## src/rtl/sram_fifo_ctrl.sv

```systemverilog
// -----------------------------------------------------------------------------
// sram_fifo_ctrl
//
// Stream FIFO built around a simple dual-port, single-clock SRAM macro that
// has a one-cycle registered read. The controller drives both SRAM ports and
// puts a valid/ready handshake on each end. A two-entry output stage (head
// plus skid) is refilled by prefetching SRAM reads, so a word can be popped
// on every cycle while pushes continue at the same rate.
//
// Parameters
//   DATA_SIZE  word width in bits
//   ADDR_SIZE  SRAM address width, SRAM depth = 2**ADDR_SIZE
//
// Ports
//   clk, rst_n                 clock, asynchronous active-low reset
//   in_valid/in_ready/in_data  producer side
//   out_valid/out_ready/out_data consumer side, out_data is the FIFO head
//   count                      words held (SRAM + in-flight read + stage)
//   write_enable/_address/_data SRAM write port
//   read_enable/_address       SRAM read port
//   read_data                  SRAM read data, one cycle after read_enable
//
// Optional feature, enabled by defining DYNFIFO_ALMOST_FLAGS_EN:
//   almost_full_level, almost_empty_level  runtime thresholds
//   almost_full  = registered (count >= almost_full_level)
//   almost_empty = registered (count <= almost_empty_level)
// -----------------------------------------------------------------------------
module sram_fifo_ctrl #(
  parameter int DATA_SIZE = 8,
  parameter int ADDR_SIZE = 4
) (
  input  logic                 clk,
  input  logic                 rst_n,
  input  logic                 in_valid,
  output logic                 in_ready,
  input  logic [DATA_SIZE-1:0] in_data,
  output logic                 out_valid,
  input  logic                 out_ready,
  output logic [DATA_SIZE-1:0] out_data,
  output logic [ADDR_SIZE+1:0] count,
  output logic                 write_enable,
  output logic [ADDR_SIZE-1:0] write_address,
  output logic [DATA_SIZE-1:0] write_data,
  output logic                 read_enable,
  output logic [ADDR_SIZE-1:0] read_address,
  input  logic [DATA_SIZE-1:0] read_data
`ifdef DYNFIFO_ALMOST_FLAGS_EN
  ,
  input  logic [ADDR_SIZE+1:0] almost_full_level,
  input  logic [ADDR_SIZE+1:0] almost_empty_level,
  output logic                 almost_full,
  output logic                 almost_empty
`endif
);

  localparam int MW = ADDR_SIZE + 1;  // mem_cnt width, holds 0..DEPTH
  localparam int CW = ADDR_SIZE + 2;  // count width, holds 0..DEPTH+2
  localparam logic [MW-1:0] MEM_FULL = {1'b1, {ADDR_SIZE{1'b0}}};

  // Reset: asserted asynchronously, released synchronously after two edges.
  logic [1:0] rst_sync_q;
  logic       rst_sync_n;

  always_ff @(posedge clk or negedge rst_n) begin
    if (!rst_n) begin
      rst_sync_q <= 2'b00;
    end else begin
      rst_sync_q <= {rst_sync_q[0], 1'b1};
    end
  end

  assign rst_sync_n = rst_sync_q[1];

  // State
  logic [ADDR_SIZE-1:0] wr_ptr_q, wr_ptr_d;
  logic [ADDR_SIZE-1:0] rd_ptr_q, rd_ptr_d;
  logic [MW-1:0]        mem_cnt_q, mem_cnt_d;
  logic                 rd_inflight_q, rd_inflight_d;
  logic [DATA_SIZE-1:0] head_q, head_d;
  logic                 head_vld_q, head_vld_d;
  logic [DATA_SIZE-1:0] skid_q, skid_d;
  logic                 skid_vld_q, skid_vld_d;
  logic [CW-1:0]        count_q, count_d;

  logic       push;
  logic       pop;
  logic       issue;
  logic [1:0] pending;

  always_comb begin
    // Not ready until the internal reset has been released, so no handshake
    // can complete while the state registers are still held.
    in_ready = rst_sync_n && (mem_cnt_q < MEM_FULL);
    push     = in_valid && in_ready;
    pop      = head_vld_q && out_ready;

    // Words already committed to the output stage, including the one whose
    // read_data arrives this cycle. A slot freed by this cycle's pop may be
    // reused by a read issued in the same cycle.
    pending = 2'(head_vld_q) + 2'(skid_vld_q) + 2'(rd_inflight_q);
    issue   = (mem_cnt_q != '0) && (pending < (pop ? 2'd3 : 2'd2));

    wr_ptr_d      = wr_ptr_q + ADDR_SIZE'(push);
    rd_ptr_d      = rd_ptr_q + ADDR_SIZE'(issue);
    mem_cnt_d     = mem_cnt_q + MW'(push) - MW'(issue);
    rd_inflight_d = issue;

    head_d     = head_q;
    head_vld_d = head_vld_q;
    skid_d     = skid_q;
    skid_vld_d = skid_vld_q;

    if (pop) begin
      head_d     = skid_q;
      head_vld_d = skid_vld_q;
      skid_vld_d = 1'b0;
    end

    // Returning word lands in the head if it is (now) free, else in skid.
    if (rd_inflight_q) begin
      if (!head_vld_d) begin
        head_d     = read_data;
        head_vld_d = 1'b1;
      end else begin
        skid_d     = read_data;
        skid_vld_d = 1'b1;
      end
    end

    count_d = CW'(mem_cnt_d) + CW'(rd_inflight_d) + CW'(head_vld_d) + CW'(skid_vld_d);
  end

  always_ff @(posedge clk or negedge rst_sync_n) begin
    if (!rst_sync_n) begin
      wr_ptr_q      <= '0;
      rd_ptr_q      <= '0;
      mem_cnt_q     <= '0;
      rd_inflight_q <= 1'b0;
      head_q        <= '0;
      head_vld_q    <= 1'b0;
      skid_q        <= '0;
      skid_vld_q    <= 1'b0;
      count_q       <= '0;
    end else begin
      wr_ptr_q      <= wr_ptr_d;
      rd_ptr_q      <= rd_ptr_d;
      mem_cnt_q     <= mem_cnt_d;
      rd_inflight_q <= rd_inflight_d;
      head_q        <= head_d;
      head_vld_q    <= head_vld_d;
      skid_q        <= skid_d;
      skid_vld_q    <= skid_vld_d;
      count_q       <= count_d;
    end
  end

  assign write_enable  = push;
  assign write_address = wr_ptr_q;
  assign write_data    = in_data;
  assign read_enable   = issue;
  assign read_address  = rd_ptr_q;
  assign out_valid     = head_vld_q;
  assign out_data      = head_q;
  assign count         = count_q;

`ifdef DYNFIFO_ALMOST_FLAGS_EN
  logic almost_full_q;
  logic almost_empty_q;

  // Flags follow the registered count, so they trail it by one edge.
  always_ff @(posedge clk or negedge rst_sync_n) begin
    if (!rst_sync_n) begin
      almost_full_q  <= 1'b0;
      almost_empty_q <= 1'b1;
    end else begin
      almost_full_q  <= (count_q >= almost_full_level);
      almost_empty_q <= (count_q <= almost_empty_level);
    end
  end

  assign almost_full  = almost_full_q;
  assign almost_empty = almost_empty_q;
`endif

endmodule
```

## config.mk

```make
export PLATFORM = sky130hd
export DESIGN_NAME = sram_fifo_ctrl
export DESIGN_NICKNAME = d
export VERILOG_FILES = /design/src/rtl/sram_fifo_ctrl.sv
export SDC_FILE = /design/constraint.sdc
export NUM_CORES = 1
export LEC_CHECK = 0
export CORE_MARGIN = 2
export CORE_UTILIZATION = 51
export CTS_BUF_LIST = sky130_fd_sc_hd__clkbuf_16
export DETAILED_ROUTE_END_ITERATION = 6
export PLACE_DENSITY = 0.85
export SLEW_MARGIN = 20
export SYNTH_ARGS = -nofsm -noshare
export SYNTH_HDL_FRONTEND = slang
export SYNTH_SLANG_ARGS = --single-unit
export TNS_END_PERCENT = 5
```

## constraint.sdc

```tcl
create_clock -name clk -period 4.6 [get_ports clk]
set_input_delay 0.46 -clock clk [delete_from_list [all_inputs] [get_ports clk]]
set_output_delay 0.46 -clock clk [all_outputs]
set_load 0.01 [all_outputs]
```

==> run_results.csv <==
group,metric,value,unit
outcome,status,"finished, final reports clean",
routing,vias_per_cell,5.08,
timing,fin_tns_setup,0,ps
global_routing,grt_use_total,18.7,%
logic_synthesis,yosys.area.top_type,"dfrtp_1",
routing,vias,1179,
floorplanning,start_util,52.5,%
timing,holdWs,338,ps
finish,nets,217,
logic_synthesis,synth_edf_count,0,
placed_design,io_buffers,37,
setup_path,worstSetupPathType,"reg -> reg",
floorplanning,die_w,65.2,um
logic_synthesis,yosysTopAreaCellShare,52.5,%
floorplanning,core-area,3630,um2
cts,htree_levels,2,
timing,fin_crit,3440,ps
cts,cts_setup_buffers,0,
timing,slew_headroom,61.7,%
floorplanning,die_h,65.2,um
timing,setup_violations,0,
routing,antenna_left,0,
global_routing,grt_pass1_vias,1268,
cts,clock_path_buffers,2,
setup_path,end_kind,"flip-flop",
setup_path,worstPathRequired,4760,ps
floorplanning,num_rows,22,
logic_synthesis,yosysWarningCount,0,
placed_design,place_congestion,0.916,
cts,ctsResizeCount,0,
setup_path,cp_max_fo,4,
placed_design,hpwl,2.48,mm
global_routing,grt_max_degree,39,
timing,timing.fmax,0.291,GHz
cts,cts_sinks,40,
logic_synthesis,yosysSeqAreaShare,52.5,%
logic_synthesis,syn_avg_cell_area,13.0,um2
pwr,power.leakage,1.14,nW
finish,area_growth,26.8,%
setup_path,start_kind,"flip-flop",
pwr,irDropWorstVdd,0.000544,V
logic_synthesis,synth_common_cells,"40 x dfrtp_1, 16 x mux2_2, 13 x inv_1",
min_path,min_path_type,"reg -> async",
routing,finalWirelength,3.44,mm
timing,slew_viol_final,0,
timing,rsz0062_at_grt,"no",
cts,cts_tree,"built",
global_routing,grt_pass1_wl,5.90,mm
cts,cts_root_buf,"clkbuf_16",
pwr,p_per_area,937,nW/um2
pwr,power,0.00227,W
logic_synthesis,synth-main-ff-cell,"dfrtp_1",
timing,tightest_slew,575,ps
cts,cts_made_buffers,5,
global_routing,grt_overflow,0,
routing,drc,0,
finish,post-route-util,66.6,%
logic_synthesis,syn_inst,147,
logic_synthesis,synth.most_common_cell,"dfrtp_1",
finish,n_antenna_cell,0,
setup_path,r2r_slack,1160,ps
routing,wl_per_cell,14.8,um
timing,finalCritPeriodShare,74.8,%
timing,clock_skew,6.06,ps
timing,hold_violations,0,
logic_synthesis,synth_nets,181,
setup_path,cp.arrival,3600,ps
routing,drtIter0Drc,15,
logic_synthesis,synthTopCellsByArea,"dfrtp_1 52%, mux2_2 9.4%, ha_1 7.2%",
global_routing,antenna_found_initial,0,
routing,dr.pass1.iters,4,
logic_synthesis,synth-seq-cells,40,
finish,drive_gt1_share,19.0,%
cts,clk_pin_slew_worst_paths,60,ps
logic_synthesis,synth_cell_types,29,
logic_synthesis,synthArstFlopShare,100,%
flow_run,cap_violations,0,
floorplanning,ios,54,
floorplanning,die_area,4250,um2
logic_synthesis,syn_area,1910,um2
cts,clkLatencyLatePin,280,ps
cts,cts_hold_buf,0,
## per-stage QoR
step / cells / instance area [um2] / setup WS [ps]
final: 232 / 2420 / 1160
after global routing: 232 / 2420 / 873
after CTS: 232 / 2420 / 1150
after detailed placement: 224 / 2270 / 1220
after global placement: 224 / 2270 / 1410
after floorplan: 147 / 1910 / 1230
## cell type report
class / instances / area, um2
inverter: 15 / 56.3
timing repair buffer: 38 / 378
clock inverter: 3 / 18.8
clock buffer: 5 / 125
tap: 48 / 60.1
multi-input combinational: 83 / 779
sequential: 40 / 1000
fill: 258 / 1210
## worst paths after layout
check                                           to  cells after the start               startpoint
setup / recovery                count[4]$_DFF_PN0_                     13      out_valid$_DFF_PN0_
hold / removal               skid_q[4]$_DFFE_PN0P_                      1  rst_sync_q[1]$_DFF_PN0_
setup reg to reg                count[4]$_DFF_PN0_                     13      out_valid$_DFF_PN0_
hold reg to reg              skid_q[4]$_DFFE_PN0P_                      1  rst_sync_q[1]$_DFF_PN0_
max in group asynchronous    out_data[2]$_DFF_PN0_                      1  rst_sync_q[1]$_DFF_PN0_
min in group clk           rst_sync_q[1]$_DFF_PN0_                      0  rst_sync_q[0]$_DFF_PN0_
## cell usage in the layout (no fill, tap or decap), drive strengths merged, types with 2 or more instances in the layout
| cell | netlist | final |
|---|---|---|
| nand3 | 2 | 2 |
| nand2 | 7 | 7 |
| a21oi | 3 | 3 |
| fa | 3 | 3 |
| nor2 | 5 | 5 |
| xnor2 | 6 | 6 |
| clkdlybuf4s50 | 0 | 37 |
| and2 | 2 | 2 |
| xor2 | 6 | 6 |
| dfrtp | 40 | 40 |
| mux2 | 24 | 24 |
| ha | 11 | 11 |
| a21o | 2 | 2 |
| clkbuf | 0 | 5 |
| inv | 15 | 15 |
| clkinv | 0 | 3 |
## cells by family (layout without fill, tap and decap cells)
kind of cell               after synthesis  in the layout  share of synthesized area, %
xor gates and xnor gates                12             12                          5.51
adders and majority gates               14             14                          10.4
muxes                                   24             24                          15.7
DFF                                     40             40                          52.5
AOI/OAI and AO/OA                        9              9                          3.15
other                                    1              1                         0.197
buffers and inverters                   24             61                          6.69
and+or+nand+nor                         23             23                          5.90
## layer usage
| metal | GRT usage [%] | part of all wire (%) |
|---|---|---|
| met2 | 29.0 | 49 |
| met4 | 12.8 | 3.5 |
| met3 | 5.31 | 6.7 |
| met1 | 22.5 | 41 |
| met5 | 0 | 0 |
## critical path, cell delays in order (launching register included)
cell     delay (ps)
dfrtp_1         390
inv_2            70
fa_1            540
a31oi_1         130
nor3_1          390
inv_1           110
nand2_1          80
ha_1            170
inv_1            60
fa_1            490
fa_1            480
nor2_1          150
o21ai_0         120
xnor2_1         140
## state kept, by name (all words and copies together) (netlist names)
name           flops
out_valid          1
out_data           8
rst_sync_q         2
skid_q             8
write_address      4
skid_vld_q         1
count              6
rd_inflight_q      1
read_address       4
mem_cnt_q          5
## power by group
group          internal, W  leakage (nW)  total [W]  switching, W
Sequential        0.000550         0.470   0.000659      0.000109
Clock             0.000199        0.0736   0.000333      0.000133
Combinational     0.000670         0.599    0.00127      0.000604
Total              0.00142          1.14    0.00227      0.000846
(Power assumes the default switching activity.)
